===== src/rtl/imem_boot_loader.sv =====
// Boot loader: unpacks a framed byte stream (MAGIC, LEN, words, XOR checksum) into IMEM and
// holds the core in reset until a good frame lands. Optional inter-byte timeout: BOOT_TIMEOUT_EN.
module imem_boot_loader #(
  parameter int          IMEM_DEPTH_WORDS = 4096,
  parameter logic [7:0]  MAGIC_BYTE       = 8'hA5,
  parameter int          TIMEOUT_CYCLES   = 65535,
  localparam int         AW               = $clog2(IMEM_DEPTH_WORDS)
) (
  input  logic          clk,
  input  logic          rst_n,
  input  logic          in_valid,
  input  logic [7:0]    in_data,
  output logic          in_ready,
  output logic          imem_we,
  output logic [AW-1:0] imem_waddr,
  output logic [31:0]   imem_wdata,
  output logic          cpu_rst_n,
  output logic          busy,
  output logic          done,
  output logic          error,
  output logic [2:0]    dbg_state
);

  // Handshake: a byte transfers on a rising edge when in_valid && in_ready; in_ready depends
  // only on the registered state (low in RUN only) and never on in_valid.
  typedef enum logic [2:0] {
    S_IDLE = 3'd0,
    S_LEN0 = 3'd1,
    S_LEN1 = 3'd2,
    S_DATA = 3'd3,
    S_CSUM = 3'd4,
    S_RUN  = 3'd5,
    S_ERR  = 3'd6
  } state_t;

  localparam logic [16:0] DEPTH_W = 17'(IMEM_DEPTH_WORDS);

  state_t        state_q, state_d;
  logic [15:0]   len_q, len_d;
  logic [15:0]   word_cnt_q, word_cnt_d;
  logic [1:0]    byte_idx_q, byte_idx_d;
  logic [23:0]   asm_q, asm_d;
  logic [7:0]    csum_q, csum_d;
  logic          we_q, we_d;
  logic [AW-1:0] waddr_q, waddr_d;
  logic [31:0]   wdata_q, wdata_d;
  logic          cpu_rst_n_q, cpu_rst_n_d;
  logic          accept;
  logic [15:0]   len_full;

`ifdef BOOT_TIMEOUT_EN
  localparam logic [15:0] TO_LIMIT = 16'(TIMEOUT_CYCLES);
  logic [15:0] to_cnt_q, to_cnt_d;
`endif

  assign in_ready   = (state_q != S_RUN);
  assign accept     = in_valid && in_ready;
  assign len_full   = {in_data, len_q[7:0]};
  assign imem_we    = we_q;
  assign imem_waddr = waddr_q;
  assign imem_wdata = wdata_q;
  assign cpu_rst_n  = cpu_rst_n_q;
  assign busy       = (state_q == S_LEN0) || (state_q == S_LEN1) ||
                      (state_q == S_DATA) || (state_q == S_CSUM);
  assign done       = (state_q == S_RUN);
  assign error      = (state_q == S_ERR);
  assign dbg_state  = state_q;

  always_comb begin
    state_d     = state_q;
    len_d       = len_q;
    word_cnt_d  = word_cnt_q;
    byte_idx_d  = byte_idx_q;
    asm_d       = asm_q;
    csum_d      = csum_q;
    we_d        = 1'b0;
    waddr_d     = waddr_q;
    wdata_d     = wdata_q;
    // Core release lags entry into RUN by one edge.
    cpu_rst_n_d = (state_q == S_RUN);

    case (state_q)
      S_IDLE, S_ERR: begin
        if (accept && in_data == MAGIC_BYTE) state_d = S_LEN0;
      end
      S_LEN0: begin
        if (accept) begin
          len_d[7:0] = in_data;
          state_d    = S_LEN1;
        end
      end
      S_LEN1: begin
        if (accept) begin
          len_d[15:8] = in_data;
          word_cnt_d  = '0;
          byte_idx_d  = '0;
          csum_d      = '0;
          if ({1'b0, len_full} > DEPTH_W) state_d = S_ERR;
          else if (len_full == 16'd0)     state_d = S_CSUM;
          else                            state_d = S_DATA;
        end
      end
      S_DATA: begin
        if (accept) begin
          csum_d     = csum_q ^ in_data;
          byte_idx_d = byte_idx_q + 2'd1;
          asm_d      = {in_data, asm_q[23:8]};
          if (byte_idx_q == 2'd3) begin
            we_d       = 1'b1;
            waddr_d    = word_cnt_q[AW-1:0];
            wdata_d    = {in_data, asm_q};
            word_cnt_d = word_cnt_q + 16'd1;
            if (word_cnt_q + 16'd1 == len_q) state_d = S_CSUM;
          end
        end
      end
      S_CSUM: begin
        if (accept) state_d = (in_data == csum_q) ? S_RUN : S_ERR;
      end
      default: ;
    endcase
  end

`ifdef BOOT_TIMEOUT_EN
  // Idle counter only runs mid-frame; an accepted byte always wins over a timeout.
  always_comb begin
    to_cnt_d = '0;
    if (busy && !accept) to_cnt_d = to_cnt_q + 16'd1;
  end

  always_ff @(posedge clk) begin
    if (!rst_n) to_cnt_q <= '0;
    else        to_cnt_q <= to_cnt_d;
  end
`endif

  always_ff @(posedge clk) begin
    if (!rst_n) begin
      state_q     <= S_IDLE;
      len_q       <= '0;
      word_cnt_q  <= '0;
      byte_idx_q  <= '0;
      asm_q       <= '0;
      csum_q      <= '0;
      we_q        <= 1'b0;
      waddr_q     <= '0;
      wdata_q     <= '0;
      cpu_rst_n_q <= 1'b0;
    end else begin
`ifdef BOOT_TIMEOUT_EN
      if (busy && !accept && (to_cnt_q + 16'd1 == TO_LIMIT)) state_q <= S_ERR;
      else                                                     state_q <= state_d;
`else
      state_q     <= state_d;
`endif
      len_q       <= len_d;
      word_cnt_q  <= word_cnt_d;
      byte_idx_q  <= byte_idx_d;
      asm_q       <= asm_d;
      csum_q      <= csum_d;
      we_q        <= we_d;
      waddr_q     <= waddr_d;
      wdata_q     <= wdata_d;
      cpu_rst_n_q <= cpu_rst_n_d;
    end
  end

endmodule


===== config.mk =====
export PLATFORM = sky130hd
export DESIGN_NAME = imem_boot_loader
export DESIGN_NICKNAME = d
export VERILOG_FILES = /design/src/rtl/imem_boot_loader.sv
export SDC_FILE = /design/constraint.sdc
export NUM_CORES = 1
export LEC_CHECK = 0
export ABC_CLOCK_PERIOD_IN_PS = 3230
export CAP_MARGIN = 15
export CORE_AREA = 2 2 98 100
export CTS_BUF_LIST = sky130_fd_sc_hd__clkbuf_4 sky130_fd_sc_hd__clkbuf_8
export DETAILED_ROUTE_END_ITERATION = 10
export DIE_AREA = 0 0 100 102
export PLACE_DENSITY = 0.87
export SYNTH_ARGS = -nofsm -noshare
export SYNTH_HDL_FRONTEND = slang
export SYNTH_SLANG_ARGS = --single-unit

===== constraint.sdc =====
create_clock -name clk -period 3.23 [get_ports clk]
set_clock_uncertainty 0.2 [all_clocks]
set_input_delay 0.646 -clock clk [delete_from_list [all_inputs] [get_ports clk]]
set_output_delay 0.646 -clock clk [all_outputs]
set_load 0.005 [all_outputs]

==> metrics.txt <==
CORE AREA between 9000 and 10000 um^2; Chip Width approximately 100 um; max-slew violation count 0; hold buffer count at CTS 0; total of max-cap violations 0; area of the multi-input gates around 2500 um^2; Hold Slack roughly 0.25 ns; Top Usage Layer GRT met2; endpoints failing setup 0; Slew @ Worst Pin ~0.62 ns; area leader, netlist dfxtp_1; Post-synth EDFFs 0; average cell area after synthesis about 7.6 um^2; Die Ht roughly 100 um; Crit path required time between 3 and 4 ns; synthesized cell area just over 5000 um^2; clock insertion delay at the later pin of the skew report between 0.4 and 0.5 ns; Worst VDD drop ~0.41 mV; Initial Util 0.556; Startpoint Class input pin; register area 2300 um^2; RD Place Congestion around 0.95; P_leak 2.09 nW; Starting DRT DRC Count ~360; CP endpoint kind flip-flop; Fmax achieved 354 MHz; setup bufs post-CTS 0; HPWL Detailed roughly 8700 um; CTS sink cnt approximately 120; FFs w/ async S/R, synth 0; # resized after CTS 0; post-synth net total between 600 and 700; routed vias/inst between 5 and 6; initial antenna violation count 0; most frequent cell after synthesis nand2_1; Synth Area in Adders 0.00494; layout cells sized above 1 0.0905; # IOs between 60 and 70; Yosys reg bits 115; Port Buffer Count 63; Synth Warn # 0; final core occ 0.680; count of cell types in the netlist 51; vias about 4.8k; worst-case clock buffer depth 2; DR WL/cell approximately 16 um; total negative slack 0 ns; CTS tree built; DP Area just under 6000 um^2; Reg clk slew, reported paths around 0.060 ns; power per standard cell area approximately 510 nW/um^2; Main synth FF type dfxtp_1; clock root buffer clkbuf_8; Worst Path Max Fanout 8; GRT Total Usage 0.263; Yosys top cell area share 0.455; Worst EP arrival between 2 and 3 ns; largest net degree at the start of global routing 55; M1 GR Usage 0.323; routed wire length around 13000 um; Hold Path Class reg -> reg; synth top area cells dfxtp_1 45%, nand2_1 14%, a21oi_1 9.9%; first-pass iteration count of the detailed router 5; Seq/Total Area, Yosys 0.455; global-route wire length before repair between 20000 and 25000 um; synth cell count leaders 193 x nand2_1, 115 x dfxtp_1, 100 x a21oi_1; Area Overhead vs Synth 22.3%; grt met2 use 0.448; Post-Syn Instances ~660; DRC 0; fillers 734; total power 0.00317 W; fin crit share 0.875; mux contribution to synthesized area 0; minimum clock period about 2.8 ns; grt total ovfl 0; Num CTS Buffers 17; final hold vios 0; row cnt 35; RSZ-0062 raised after global routing no; nets@finish a little over 700; run status complete, no violations; WS Path Type in -> reg; Post-Synth XOR/XNOR Area 0.0588; Worst slew margin 0.581; GR Util met3 0.0581; simple-gate portion of the synthesized area 0.256; H-tree lvl count 4; Post-DRT Antenna Nets 0; Design Area, Final about 6200 um^2; main combinational cell family by area after synthesis simple AND/OR/NAND/NOR gates; ANT cells 0; die area 10200 um^2; vias in the first global route roughly 4.5k; area fraction in compound gates after synthesis 0.175
## cells in the final DEF (no fill, tap or decap), types with 7 or more instances in the layout
| master | synthesis | layout |
|---|---|---|
| o21a_1 | 10 | 10 |
| nor2_1 | 41 | 40 |
| clkdlybuf4s50_1 | 0 | 63 |
| nand2_1 | 193 | 193 |
| buf_4 | 1 | 17 |
| xor2_1 | 17 | 17 |
| a21oi_1 | 100 | 100 |
| nor3_1 | 10 | 10 |
| nor4_1 | 9 | 9 |
| o21ai_0 | 20 | 20 |
| dfxtp_1 | 115 | 115 |
| clkbuf_8 | 0 | 20 |
| nand3_1 | 7 | 7 |
| xnor2_1 | 17 | 17 |
## worst max-delay path, stage by stage
cell	delay, ns
clkdlybuf4s50_1	0.55
or4_1	0.56
nor3_1	0.26
o21ai_1	0.20
a2111oi_0	0.50
a221oi_1	0.10
o22ai_1	0.17
## kinds of logic (layout without fill, tap and decap cells)
group | Yosys count | after routing
compound gates | 155 | 155
xor+xnor | 34 | 34
fa+ha+maj | 2 | 2
buf+inv | 63 | 118
flops | 115 | 115
simple gates | 294 | 294
## registers in the layout, summed over array words and instances, names as in the netlist
register    count
asm_q          24
byte_idx_q      2
cpu_rst_n       1
csum_q          8
dbg_state       3
imem_waddr     12
imem_wdata     32
imem_we         1
len_q          16
word_cnt_q     16
## stage by stage
step	worst slack, ns	instances
6_report	0.403	829
5_1_grt	0.328	829
4_1_cts	0.483	829
3_5_place_dp	0.163	799
3_3_place_gp	0.295	799
2_1_floorplan	0.802	663
## power breakdown
group          switching, W  leakage [nW]  internal (W)
Clock              0.000574         0.208      0.000834
Combinational      0.000161         0.958      0.000121
Sequential        0.0000353         0.926       0.00144
## path summary, 6_finish.rpt
| path | start | end | slack [ns] | cells past startpoint |
|---|---|---|---|---|
| worst max-delay path | in_data[3] | dbg_state[0] | 0.40 | 7 |
| worst min-delay path | imem_waddr[11] | imem_waddr[11] | 0.25 | 2 |
| worst max register to register | word_cnt_q[1] | dbg_state[0] | 0.53 | 7 |
| worst min register to register | imem_waddr[11] | imem_waddr[11] | 0.25 | 2 |
## area by class of cell
type	instances	area share
Multi-Input combinational cell	485	0.406
Tap cell	111	0.0224
Clock inverter	8	0.0206
Inverter	6	0.00364
Sequential cell	115	0.372
Timing Repair Buffer	82	0.129
Clock buffer	22	0.0469
## routing by layer
metal / routed length, um / up-vias
li1: - / 2314
met1: 5390 / 2230
met2: 6570 / 234
met3: 856 / 37
met4: 324 / 0
met5: 0 / -
Note: power is estimated with default switching activity, not from simulation.
